File: config.mk
export PLATFORM = sky130hd
export DESIGN_NAME = kftvga_vram_arbiter
export DESIGN_NICKNAME = d
export VERILOG_FILES = /design/src/rtl/kftvga_vram_arbiter.sv
export SDC_FILE = /design/constraint.sdc
export NUM_CORES = 1
export LEC_CHECK = 0
export ABC_AREA = 1
export BUFFER_PORTS_ARGS = -buffer_cell sky130_fd_sc_hd__buf_2
export CAP_MARGIN = 20
export CORE_MARGIN = 2
export CORE_UTILIZATION = 42
export DETAILED_ROUTE_END_ITERATION = 10
export MAX_ROUTING_LAYER = met4
export PLACE_DENSITY = 0.77
export SYNTH_ARGS = -nofsm -noshare
export SYNTH_HDL_FRONTEND = slang
export SYNTH_SLANG_ARGS = --single-unit
File: constraint.sdc
create_clock -name video_clock -period 2.2 [get_ports video_clock]
set_clock_uncertainty 0.15 [all_clocks]
set_input_delay 0.22 -clock video_clock [delete_from_list [all_inputs] [get_ports video_clock]]
set_output_delay 0.22 -clock video_clock [all_outputs]
set_load 0.05 [all_outputs]
File: src/rtl/kftvga_vram_arbiter.sv
// Text VRAM port arbiter: video fetch has absolute priority and a fixed two-edge return latency;
// host reads/writes use free slots. Define KFTVGA_VRAM_POSTED_WRITE_EN for a 1-entry posted write buffer.
module kftvga_vram_arbiter (
    input  logic        video_clock,
    input  logic        reset,
    input  logic        video_request,
    input  logic [12:0] video_address,
    output logic [15:0] video_data,
    output logic        video_data_valid,
    input  logic        host_request,
    input  logic        host_write,
    input  logic [12:0] host_address,
    input  logic [15:0] host_write_data,
    output logic        host_acknowledge,
    output logic [15:0] host_read_data,
    output logic [12:0] ram_address,
    output logic        ram_write_enable,
    output logic [15:0] ram_write_data,
    input  logic [15:0] ram_read_data
);
    localparam int RETURN_DEPTH = 2;

    typedef enum logic [2:0] {
        ST_IDLE,
        ST_PENDING,
        ST_READ_WAIT,
        ST_ACK,
        ST_HOLD
    } host_state_t;

    typedef enum logic [1:0] {
        OWNER_NONE,
        OWNER_VIDEO,
        OWNER_HOST
    } owner_t;

    host_state_t state_reg, state_next;
    owner_t      tag_reg [RETURN_DEPTH];
    owner_t      issue_owner;

    logic        host_slot_free;
    logic        host_issue;
    logic        drain_issue;
    logic        buffer_load;
    logic [12:0] drain_address;
    logic [15:0] drain_data;

    logic [12:0] ram_address_reg;
    logic        ram_write_enable_reg;
    logic [15:0] ram_write_data_reg;
    logic [15:0] video_data_reg;
    logic        video_data_valid_reg;
    logic [15:0] host_read_data_reg;
    logic        host_acknowledge_reg;

`ifdef KFTVGA_VRAM_POSTED_WRITE_EN
    logic        buffer_valid_reg;
    logic [12:0] buffer_address_reg;
    logic [15:0] buffer_data_reg;

    assign drain_address = buffer_address_reg;
    assign drain_data    = buffer_data_reg;
`else
    assign drain_address = '0;
    assign drain_data    = '0;
`endif

    // Host FSM and slot decision; a request seen in IDLE may issue in that same slot.
    always_comb begin
        state_next     = state_reg;
        host_issue     = 1'b0;
        drain_issue    = 1'b0;
        buffer_load    = 1'b0;
        host_slot_free = !video_request;
`ifdef KFTVGA_VRAM_POSTED_WRITE_EN
        drain_issue    = buffer_valid_reg && !video_request;
        host_slot_free = !video_request && !buffer_valid_reg;
`endif
        case (state_reg)
            ST_IDLE: begin
                if (host_request) begin
`ifdef KFTVGA_VRAM_POSTED_WRITE_EN
                    // A full buffer blocks acceptance, which also keeps reads behind the buffered write.
                    if (!buffer_valid_reg) begin
                        if (host_slot_free) begin
                            host_issue = 1'b1;
                            state_next = host_write ? ST_ACK : ST_READ_WAIT;
                        end else if (host_write) begin
                            buffer_load = 1'b1;
                            state_next  = ST_ACK;
                        end else begin
                            state_next = ST_PENDING;
                        end
                    end
`else
                    if (host_slot_free) begin
                        host_issue = 1'b1;
                        state_next = host_write ? ST_ACK : ST_READ_WAIT;
                    end else begin
                        state_next = ST_PENDING;
                    end
`endif
                end
            end
            ST_PENDING: begin
                if (!host_request) begin
                    state_next = ST_IDLE;
                end else if (host_slot_free) begin
                    host_issue = 1'b1;
                    state_next = host_write ? ST_ACK : ST_READ_WAIT;
                end
            end
            ST_READ_WAIT: begin
                if (tag_reg[RETURN_DEPTH-1] == OWNER_HOST) begin
                    state_next = ST_ACK;
                end
            end
            ST_ACK:  state_next = ST_HOLD;
            ST_HOLD: state_next = ST_IDLE;
            default: state_next = ST_IDLE;
        endcase
    end

    always_comb begin
        issue_owner = OWNER_NONE;
        if (video_request) begin
            issue_owner = OWNER_VIDEO;
        end else if (host_issue && !host_write) begin
            issue_owner = OWNER_HOST;
        end
    end

    always_ff @(negedge video_clock or posedge reset) begin
        if (reset) begin
            state_reg <= ST_IDLE;
        end else begin
            state_reg <= state_next;
        end
    end

    // Single port slot: video, then buffered write, then direct host access.
    always_ff @(negedge video_clock or posedge reset) begin
        if (reset) begin
            ram_address_reg      <= '0;
            ram_write_enable_reg <= 1'b0;
            ram_write_data_reg   <= '0;
        end else if (video_request) begin
            ram_address_reg      <= video_address;
            ram_write_enable_reg <= 1'b0;
        end else if (drain_issue) begin
            ram_address_reg      <= drain_address;
            ram_write_data_reg   <= drain_data;
            ram_write_enable_reg <= 1'b1;
        end else if (host_issue) begin
            ram_address_reg      <= host_address;
            ram_write_enable_reg <= host_write;
            if (host_write) begin
                ram_write_data_reg <= host_write_data;
            end
        end else begin
            ram_write_enable_reg <= 1'b0;
        end
    end

    always_ff @(negedge video_clock or posedge reset) begin
        if (reset) begin
            for (int i = 0; i < RETURN_DEPTH; i++) begin
                tag_reg[i] <= OWNER_NONE;
            end
        end else begin
            tag_reg[0] <= issue_owner;
            for (int i = 1; i < RETURN_DEPTH; i++) begin
                tag_reg[i] <= tag_reg[i-1];
            end
        end
    end

    always_ff @(negedge video_clock or posedge reset) begin
        if (reset) begin
            video_data_reg       <= '0;
            video_data_valid_reg <= 1'b0;
            host_read_data_reg   <= '0;
            host_acknowledge_reg <= 1'b0;
        end else begin
            video_data_valid_reg <= (tag_reg[RETURN_DEPTH-1] == OWNER_VIDEO);
            if (tag_reg[RETURN_DEPTH-1] == OWNER_VIDEO) begin
                video_data_reg <= ram_read_data;
            end
            if (tag_reg[RETURN_DEPTH-1] == OWNER_HOST) begin
                host_read_data_reg <= ram_read_data;
            end
            host_acknowledge_reg <= (state_reg == ST_ACK);
        end
    end

`ifdef KFTVGA_VRAM_POSTED_WRITE_EN
    always_ff @(negedge video_clock or posedge reset) begin
        if (reset) begin
            buffer_valid_reg   <= 1'b0;
            buffer_address_reg <= '0;
            buffer_data_reg    <= '0;
        end else if (buffer_load) begin
            buffer_valid_reg   <= 1'b1;
            buffer_address_reg <= host_address;
            buffer_data_reg    <= host_write_data;
        end else if (drain_issue) begin
            buffer_valid_reg <= 1'b0;
        end
    end
`endif

    assign ram_address      = ram_address_reg;
    assign ram_write_enable = ram_write_enable_reg;
    assign ram_write_data   = ram_write_data_reg;
    assign video_data       = video_data_reg;
    assign video_data_valid = video_data_valid_reg;
    assign host_read_data   = host_read_data_reg;
    assign host_acknowledge = host_acknowledge_reg;

endmodule

[Word level (Yosys, flattened, before mapping)]
Cells that the tools add are included.
Widths: inputs -> output; s select.
Word-level totals
  logic and storage cells: 42
  input bits: 63
  register bits: 71
Operators by class
  equal/unequal tests: 8
  reduce and logical (&&, ||, !) cells: 7
  muxes and demuxes: 16
  bitwise gates (word level): 1
Operators with widths (number)
  $mux 13: 2
  $mux 3: 4
  $pmux 3 s4: 1
  $eq 3x2->1 const B: 2
  $mux 1: 6
  $mux 2: 3
  $reduce_and 3->1: 2
  $ne 2x2->1 const B: 2
  $eq 3x1->1 const B: 1
  $logic_not 3->1: 1
  $ne 3x3->1 const B: 1
  $eq 2x1->1 const B: 1
  $eq 2x2->1 const B: 1
  $reduce_bool 2->1: 1
  $reduce_or 2->1: 1
  $logic_and 1x1->1: 1
  $logic_not 1->1: 1
  $not 1->1: 1

[Logic depth before layout (Yosys ltp)]
Gate-level depths: netlist of run 1.
  depth in word-level cells: 6
  gate-level depth with buffers: 8
  gate-level depth less buffers: 7

==> results of run 1 <==
timing repair:
action,in CTS,in global routing
setup endpoints to repair,64,64
buffers inserted,9,15
resized for setup,128,0
pin swaps,0,0
hold buffers,0,0
endpoints found under the hold margin,0,0
per-layer routing:
metal / global-route usage / vias up / wire (µm)
li1: - / 1272 / -
met4: 0.0837 / 0 / 76
met2: 0.338 / 96 / 3570
met1: 0.246 / 1179 / 3090
met3: 0.0356 / 8 / 385
met5: - / - / 0
layout make-up:
| class | count | area (µm²) | area share |
|---|---|---|---|
| Clock buffer | 11 | 151 | 0.0346 |
| Clock inverter | 5 | 56.3 | 0.0129 |
| Inverter | 26 | 109 | 0.0249 |
| Multi-Input combinational cell | 195 | 882 | 0.202 |
| Sequential cell | 71 | 1780 | 0.406 |
| Tap cell | 77 | 96.3 | 0.0220 |
| Timing Repair Buffer | 157 | 1300 | 0.298 |
where the power goes:
part           internal, mW  leakage (nW)  switching, mW
Clock                 0.584         0.105          0.480
Combinational          1.25          1.35           2.09
Sequential             1.77         0.855          0.337
Total                  3.60          2.31           2.90
worst max-delay path by stage:
stage / endpoint / from / slack [ns] / depth (start not counted)
5_1_grt: host_read_data[10] / host_read_data[10] / -0.25 / 1
4_1_cts: video_data[4] / video_data[4] / -0.23 / 1
3_5_place_dp: ram_write_data[10] / host_request / -0.16 / 7
6_report: host_read_data[10] / host_read_data[10] / -0.23 / 1
2_1_floorplan: ram_address[0] / video_request / -0.001 / 5
3_3_place_gp: ram_address[0] / video_request / -0.15 / 5
cells in the final DEF, fill, tap and decap left out:
| master | n |
|---|---|
| buf_12 | 3 |
| buf_2 | 62 |
| buf_4 | 28 |
| buf_6 | 64 |
| bufinv_16 | 1 |
| clkbuf_8 | 11 |
| clkinv_2 | 2 |
| clkinv_4 | 1 |
| clkinvlp_4 | 2 |
| dfrtn_1 | 71 |
| inv_1 | 23 |
| inv_4 | 1 |
| inv_6 | 1 |
| nand2_1 | 89 |
| nand2_2 | 1 |
| nand2_4 | 2 |
| nand3_1 | 7 |
| nand3b_1 | 1 |
| nand4_1 | 1 |
| nor2_1 | 32 |
| nor2_2 | 1 |
| nor2_4 | 1 |
| nor3_1 | 2 |
| o21a_1 | 13 |
| o21ai_0 | 45 |
cell families after synthesis:
group / count (synthesis)
and+or+nand+nor: 137
DFF: 71
buffers and inverters: 39
AOI/OAI and AO/OA: 58
metrics by stage:
stage / util / worst slack (ns) / std cells / total power [mW] / instance area [µm²]
global placement: 0.558 / -0.153 / 502 / 4.58 / 3580
floorplan: - / -0.00144 / 305 / 4.01 / 2860
global route: 0.681 / -0.250 / 542 / 6.83 / 4370
detailed placement: 0.558 / -0.158 / 502 / 4.62 / 3580
CTS: 0.663 / -0.228 / 527 / 6.36 / 4260
finish: 0.681 / -0.232 / 542 / 6.51 / 4370
==> metrics.md, run 1 <==
| Metric | Value |
|---|---|
| CP required | 1.83 ns |
| Synthesized area | 2830 µm² |
| EDFF count, synth | 0 |
| Yosys cell types | 21 |
| HP Start | tag_reg[3] |
| DR pass1 iterations | 4 |
| Setup ws final | -0.232 ns |
| Cell with the most instances after synthesis | nand2_1 |
| Simple-gate share of the synthesized area | 0.195 |
| Delay-heaviest family, CP | flip-flops |
| Avg WL per Cell | 13.1 µm |
| Worst setup SP type | flop |
| CP Capture Type | primary output |
| Post-Syn Area per Cell | 9.27 µm² |
| Post-synth top cells | 90 x nand2_1, 71 x dfrtn_1, 45 x o21ai_0 |
| Pwr/cell area | 1490 nW/µm² |
| Ratio of cells with drive above 1 in the final layout | 0.389 |
| Critical-path top delay cell | dfrtn_1 |
| Critical path's largest stage delay | 0.46 ns |
| Setup violators final | 64 |
| Via count | 2555 |
| Status | finished, violations left |
| Compound-Gate Fraction of Synth Area | 0.114 |
| Top_reg_cell synth | dfrtn_1 |
| Initial DRC count | 105 |
| Ys Warns | 0 |
| Num rows | 29 |
| Core area | 6420 µm² |
| FF-to-FF End | video_data[5] |
| Synth area leaders | dfrtn_1 63%, nand2_1 12%, o21ai_0 8.0%, nor2_1 4.2%, o21a_1 3.5% |
| Async SR Flop Fraction | 1.00 |
| Max FO, Critical Path | 2 |
| Worst skew pair latency | 0.32 ns |
| Worst vdd ir | 0.924 mV |
| Routed WL | 7130 µm |
| Antenna viol nets, final | 0 |
| Reg2reg setup slack | 0.59 ns |
| Max-slew violation count | 0 |
| Register area share after synthesis | 0.629 |
| CP cell instances | buf_6 |
| # port buffers | 126 |
| Post-Synthesis Cells | 305 |
| CTS Buf Count | 9 |
| Largest net degree at the start of global routing | 40 |
| Crit path kind | flop to primary output |
| Leading area contributor after synthesis | dfrtn_1 |
| Worst reg2reg startpoint | tag_reg[1] |
| Total GRT Usage | 0.204 |
| Initial core utilization | 0.440 |
| Total gr overflow | 0 |
| Clk pin slew, worst setup/hold paths | 0.05 ns |
| Critical Path AT | 2.06 ns |
| Final hold vios | 0 |
| N_diodes | 0 |
| Leakage power | 2.31 nW |
| CTS tree | done |
| Hold_ws | 0.137 ns |
| Seq cells post-synth | 71 |
| Multiplexer share of the synthesized area | 0 |
| Die height | 86.0 µm |
| Die Area | 7400 µm² |
| Post-Synth Adder-Cell Area | 0 |
| Post-layout nets | 523 |
| Rel. slew slack | 0.465 |
| Die Wd | 86.0 µm |
| WHS Endpoint | tag_reg[1] |
| HP Class | flop to flop |
| Worst R2R Path Depth | 3 |
| Failing checks | setup timing |
| Tightest Pin Transition | 0.801 ns |
| CP Buf/Inv Count | 1 |
| Net Count, Synth | 368 |
| Setup TNS | -12.23 ns |
| TritonCTS Sinks | 71 |
| Post-synth top area share | 0.629 |
| Hold Path Depth | 0 |
| Detailed placement HPWL | 4420 µm |
| # Max-Cap Violations | 0 |
| Number of global-route vias before repair | 2524 |
| Syn-to-layout area delta | 54.7% |
| RePlAce Congestion | 0.880 |
| First-pass GRT wire length | 11400 µm |
| Clock Tree Buf Depth | 2 |
| RSZ-0062 raised after global routing | yes |
| DRC viols | 0 |
| Initial antenna violation count | 0 |
| Vias per Instance | 4.71 |
| IO Pins | 127 |
| XOR/XNOR share of the synthesized area | 0 |
| H-tree depth reported by CTS | 3 |
| Largest family of logic cells by synthesized area | simple AND/OR/NAND/NOR gates |
| Fill count | 493 |
| Root Buffer | clkbuf_8 |
Note: power is estimated with default switching activity, not from simulation.
==> run 2, diff against run 1 <==
- RECOVER_POWER: default -> 25
==> run 2 against run 1 <==
The run still ends with setup timing left. Critical path depth unchanged. Power about the same. Final area fell by 0.40%. Die area is the same. Largest power group unchanged. Critical endpoint unchanged. Combinational power barely moved. Highest routed layer unchanged. Routed wire length is 0.14% lower. Largest cell class unchanged. Sequential power about the same. Non-clock buffer count unchanged. Via count is essentially flat. Clock power hardly changed. Worst hold slack about the same.
==> metrics.md, run 2 (same netlist as run 1, synthesis figures left out) <==
| Metric | Value |
|---|---|
| Status | finished, violations left (unchanged) |
| Failing checks | setup timing (unchanged) |
| Detailed placement HPWL | 4420 µm (unchanged) |
| CTS tree | done (unchanged) |
| Antenna viol nets, final | 0 (unchanged) |
| CP Buf/Inv Count | 1 (unchanged) |
| Commonest cells after routing, fill and taps aside | 89 x nand2_1, 71 x dfrtn_1, 64 x buf_6 (unchanged) |
| Final non-filler cell total | 542 (unchanged) |
| CP required | 1.83 ns (about the same) |
| Worst setup SP type | flop (unchanged) |
| Worst vdd ir | 0.923 mV (was 0.924 mV) |
| Vias per Instance | 4.71 (about the same) |
| Setup ws final | -0.232 ns (about the same) |
| DR pass1 iterations | 4 (unchanged) |
| Die Wd | 86.0 µm (unchanged) |
| Crit path kind | flop to primary output (unchanged) |
| Die height | 86.0 µm (unchanged) |
| Clk pin slew, worst setup/hold paths | 0.05 ns (about the same) |
| Critical Path AT | 2.06 ns (about the same) |
| Tightest Pin Transition | 0.803 ns (was 0.801 ns) |
| Clock power share | 0.163 (about the same) |
| Sw power | 2.90 mW (about the same) |
| Critical-path top delay cell | dfrtn_1 (unchanged) |
| HP Class | flop to flop (unchanged) |
| H-tree depth reported by CTS | 3 (unchanged) |
| Commonest non-fill, non-tap cell in the layout | nand2_1 (unchanged) |
| Proportion of power drawn by flip-flops and latches | 0.325 (was 0.324) |
| # Max-Cap Violations | 0 (unchanged) |
| Worst setup path end | host_read_data[10] (unchanged) |
| Rel. slew slack | 0.464 (was 0.465) |
| Reg2reg setup slack | 0.59 ns (about the same) |
| Max FO, Critical Path | 2 (unchanged) |
| Ratio of cells with drive above 1 in the final layout | 0.389 (unchanged) |
| Root Buffer | clkbuf_8 (unchanged) |
| Max-slew violation count | 0 (unchanged) |
| Delay-heaviest family, CP | flip-flops (unchanged) |
| RSZ-0062 raised after global routing | yes (unchanged) |
| Initial DRC count | 114 (was 105) |
| IO Pins | 127 (unchanged) |
| Final hold vios | 0 (unchanged) |
| Die Area | 7400 µm² (unchanged) |
| N_diodes | 0 (unchanged) |
| First-pass GRT wire length | 11400 µm (unchanged) |
| Critical path's largest stage delay | 0.46 ns (about the same) |
| Pwr/cell area | 1490 nW/µm² (about the same) |
| Clock Tree Buf Depth | 2 (unchanged) |
| Fill count | 494 (was 493) |
| RePlAce Congestion | 0.880 (unchanged) |
| Number of global-route vias before repair | 2524 (unchanged) |
| Worst skew pair latency | 0.32 ns (about the same) |
| # port buffers | 126 (unchanged) |
| Largest net degree at the start of global routing | 40 (unchanged) |
| Via count | 2554 (was 2555) |
| Switching share of total power | 0.446 (about the same) |
| DRC viols | 0 (unchanged) |
| Num rows | 29 (unchanged) |
| Avg WL per Cell | 13.1 µm (about the same) |
| Placed Cells incl. Taps | 502 (unchanged) |
| Total gr overflow | 0 (unchanged) |
| CP Capture Type | primary output (unchanged) |
| Syn-to-layout area delta | 54.1% (was 54.7%) |
| Design internal power | 3.60 mW (about the same) |
| Initial core utilization | 0.440 (unchanged) |
| Total GRT Usage | 0.204 (unchanged) |
| Hold_ws | 0.137 ns (about the same) |
| Crit path from | host_read_data[10] (unchanged) |
| Post-layout nets | 523 (unchanged) |
| Setup violators final | 64 (unchanged) |
| Worst R2R Path Depth | 3 (unchanged) |
| Core area | 6420 µm² (unchanged) |
| Leakage power | 2.31 nW (about the same) |
| CP cell instances | buf_6 (unchanged) |
| Initial antenna violation count | 0 (unchanged) |
| CTS Buf Count | 9 (unchanged) |
| Combinational share of power | 0.512 (about the same) |
| Cell count along the critical path | 1 (unchanged) |
| TritonCTS Sinks | 71 (unchanged) |
| FF-to-FF End | video_data[5] (unchanged) |
| Cts hold-fix bufs | 0 (unchanged) |
| Routed WL | 7120 µm (was 7130 µm) |
| Worst reg2reg startpoint | tag_reg[1] (unchanged) |
[run 2: worst reg2reg max path, stage by stage (launching register included)]
cell     delay, ns
dfrtn_1       0.41
nor2_1        0.06
inv_1         0.58
o21ai_0       0.21
[run 2: repair_timing]
item / in CTS / in global routing
gates cloned: 0 / 0
gates resized for setup: 128 / 0
setup buffers: 9 / 15
endpoints found under the setup margin: 64 / 64
[run 2: how the worst min path moves through the flow]
stage                          start    endpoint  slack, ns  cells past startpoint
after floorplan           tag_reg[2]  tag_reg[0]       0.14                      0
after global placement    tag_reg[2]  tag_reg[0]       0.14                      0
after detailed placement  tag_reg[3]  tag_reg[1]       0.15                      0
after CTS                 tag_reg[3]  tag_reg[1]       0.14                      0
after global routing      tag_reg[3]  tag_reg[1]       0.16                      0
final                     tag_reg[3]  tag_reg[1]       0.14                      0
[run 2: area by class of cell]
type | instances | area (µm²) | area share
clock buffers | 11 | 151 | 0.0348
clock inverters | 5 | 56.3 | 0.0129
inverters | 26 | 106 | 0.0244
multi-input cells | 195 | 882 | 0.203
flip-flops and latches | 71 | 1780 | 0.408
well taps | 77 | 96.3 | 0.0221
repair buffers | 157 | 1290 | 0.295
[run 2: power groups by stage]
stage,clock network [mW],registers [mW],logic [mW]
floorplan,0,3.41,0.592
global placement,0,2.01,2.57
detailed placement,0,2.02,2.60
CTS,1.09,2.10,3.18
global route,1.15,2.15,3.52
finish,1.06,2.11,3.33
[run 2: routing by layer]
metal	routed length, µm	track usage	vias up
met5	0	-	-
met4	76	0.0837	0
met3	388	0.0356	8
met2	3590	0.338	96
met1	3060	0.246	1178
li1	-	-	1272
[run 2: per-stage QoR]
step / TNS, ns / instance area [µm²] / total power [mW] / util / worst slack, ns
floorplan: -0.0144 / 2860 / 4.01 / - / -0.00144
global placement: -3.51 / 3580 / 4.58 / 0.558 / -0.153
detailed placement: -4.24 / 3580 / 4.62 / 0.558 / -0.158
CTS: -13.03 / 4260 / 6.36 / 0.663 / -0.228
global route: -14.18 / 4360 / 6.82 / 0.678 / -0.250
finish: -12.25 / 4360 / 6.50 / 0.678 / -0.232
==> run 3, diff against run 2 <==
- SETUP_SLACK_MARGIN: default -> 0.05
==> run 3 against run 2 <==
The run still ends with setup timing left. Core utilization increased by 0.58 points. Die area unchanged. Worst hold slack improved by 0.0066 ns. Non-clock buffer count increased by 6. Register-to-register slack about the same. Sequential cell count unchanged. Power increased by 0.10%. Largest power group unchanged. Highest routed layer unchanged.
==> metrics.md, run 3 (same netlist as run 1, synthesis figures left out) <==
| Metric | Value |
|---|---|
| Initial DRC count | 82 (was 114) |
| Delay-heaviest family, CP | flip-flops (unchanged) |
| Failing checks | setup timing (unchanged) |
| Total GRT Usage | 0.206 (was 0.204) |
| Cts hold-fix bufs | 0 (unchanged) |
| Die Area | 7400 µm² (unchanged) |
| Root Buffer | clkbuf_8 (unchanged) |
| Routed WL | 7300 µm (was 7120 µm) |
| Leakage power | 2.33 nW (was 2.31 nW) |
| Max FO, Critical Path | 2 (unchanged) |
| CP Capture Type | primary output (unchanged) |
| CP required | 1.83 ns (about the same) |
| Commonest cells after routing, fill and taps aside | 89 x nand2_1, 71 x dfrtn_1, 64 x buf_6 (unchanged) |
| Crit path kind | flop to primary output (unchanged) |
| First-pass GRT wire length | 11600 µm (was 11400 µm) |
| Worst setup SP type | flop (unchanged) |
| Die Wd | 86.0 µm (unchanged) |
| Final hold vios | 0 (unchanged) |
| CP cell instances | buf_6 (unchanged) |
| Max-slew violation count | 0 (unchanged) |
| DR pass1 iterations | 4 (unchanged) |
| Initial antenna violation count | 0 (unchanged) |
| Commonest non-fill, non-tap cell in the layout | nand2_1 (unchanged) |
| RePlAce Congestion | 0.789 (was 0.880) |
| Number of global-route vias before repair | 2534 (was 2524) |
| CP Buf/Inv Count | 1 (unchanged) |
| Pre-CTS setup slack | -0.164 ns (was -0.158 ns) |
| Detailed placement HPWL | 4430 µm (was 4420 µm) |
| Clock Tree Buf Depth | 2 (unchanged) |
| Rel. slew slack | 0.449 (was 0.464) |
| Setup ws final | -0.221 ns (was -0.232 ns) |
| Setup TNS | -12.20 ns (was -12.25 ns) |
| Ratio of cells with drive above 1 in the final layout | 0.397 (was 0.389) |
| Status | finished, violations left (unchanged) |
| TritonCTS Sinks | 71 (unchanged) |
| Critical Path AT | 2.05 ns (was 2.06 ns) |
| RSZ-0062 raised after global routing | yes (unchanged) |
| Final Util | 0.684 (was 0.678) |
| CTS Buf Count | 9 (unchanged) |
| Worst vdd ir | 0.812 mV (was 0.923 mV) |
| IO Pins | 127 (unchanged) |
| Pwr/cell area | 1480 nW/µm² (was 1490 nW/µm²) |
| Vias per Instance | 4.83 (was 4.71) |
| Avg WL per Cell | 13.3 µm (was 13.1 µm) |
| Core area | 6420 µm² (unchanged) |
| Antenna viol nets, final | 0 (unchanged) |
| Setup violators final | 64 (unchanged) |
| Num rows | 29 (unchanged) |
| Critical path's largest stage delay | 0.46 ns (about the same) |
| Initial core utilization | 0.440 (unchanged) |
| CTS tree | done (unchanged) |
| H-tree depth reported by CTS | 3 (unchanged) |
| Post-layout nets | 529 (was 523) |
| Largest net degree at the start of global routing | 40 (unchanged) |
| DRC viols | 0 (unchanged) |
| Worst skew pair latency | 0.32 ns (about the same) |
| Fill count | 482 (was 494) |
| HP Class | flop to flop (unchanged) |
| Clk pin slew, worst setup/hold paths | 0.05 ns (about the same) |
| Syn-to-layout area delta | 55.4% (was 54.1%) |
| # Max-Cap Violations | 0 (unchanged) |
| N_diodes | 0 (unchanged) |
| Placed Cells incl. Taps | 504 (was 502) |
| Critical-path top delay cell | dfrtn_1 (unchanged) |
| Tightest Pin Transition | 0.826 ns (was 0.803 ns) |
| Total gr overflow | 0 (unchanged) |
| Die height | 86.0 µm (unchanged) |
| # port buffers | 126 (unchanged) |
| Via count | 2648 (was 2554) |
| Final non-filler cell total | 548 (was 542) |
run 3: cell count changes in the layout (fill, tap and decap cells not counted), sizes merged:
cell / previous run / this run
clkinvlp: 2 / 3
buf: 156 / 162
clkbuf: 12 / 11
run 3: worst register-to-register path: stages, from the launching register on:
cell and delay, ns:
dfrtn_1 0.40, nor2_1 0.06, inv_1 0.60, o21ai_0 0.21
run 3: per-layer routing:
metal | share of wire | wire (µm) | track usage
met1 | 0.41 | 2990 | 0.254
met2 | 0.50 | 3680 | 0.340
met3 | 0.077 | 559 | 0.0414
met4 | 0.0096 | 70 | 0.0693
met5 | 0 | 0 | -
run 3: power by group:
| part | switching, mW | leakage (nW) | internal (mW) | total [mW] |
|---|---|---|---|---|
| sequential | 0.352 | 0.855 | 1.77 | 2.12 |
| clock | 0.479 | 0.0981 | 0.548 | 1.03 |
| combinational | 2.10 | 1.37 | 1.26 | 3.36 |
| total | 2.93 | 2.33 | 3.58 | 6.51 |
run 3: final timing paths:
check | from | end | slack (ns) | depth (start not counted)
min in group asynchronous | reset | ram_write_data[0] | 0.81 | 3
hold reg to reg | tag_reg[2] | tag_reg[0] | 0.14 | 0
max in group asynchronous | reset | host_read_data[7] | 0.35 | 3
setup / recovery | host_read_data[11] | host_read_data[11] | -0.22 | 1
hold / removal | tag_reg[2] | tag_reg[0] | 0.14 | 0
setup reg to reg | tag_reg[1] | video_data[5] | 0.58 | 3
run 3: cell type report:
cell class | instances | area, µm² | area share
clock buffers | 10 | 138 | 0.0313
clock inverters | 6 | 60.1 | 0.0137
well taps | 77 | 96.3 | 0.0219
inverters | 26 | 109 | 0.0248
multi-input cells | 195 | 882 | 0.201
flip-flops and latches | 71 | 1780 | 0.404
repair buffers | 163 | 1330 | 0.303
run 3: metrics by stage:
stage	instance area, µm²	hold slack [ns]	total power [mW]
after floorplan	2880	0.142	4.00
after global placement	3600	0.144	4.58
after detailed placement	3600	0.148	4.63
after CTS	4290	0.145	6.35
after global routing	4390	0.143	6.84
final	4390	0.144	6.51
run 3: repair_timing:
item                       CTS  global route
pin swaps                    0             0
buffers inserted            12            16
resized for setup          128             0
hold endpoints to repair     0             0
setup endpoints to repair   64            64
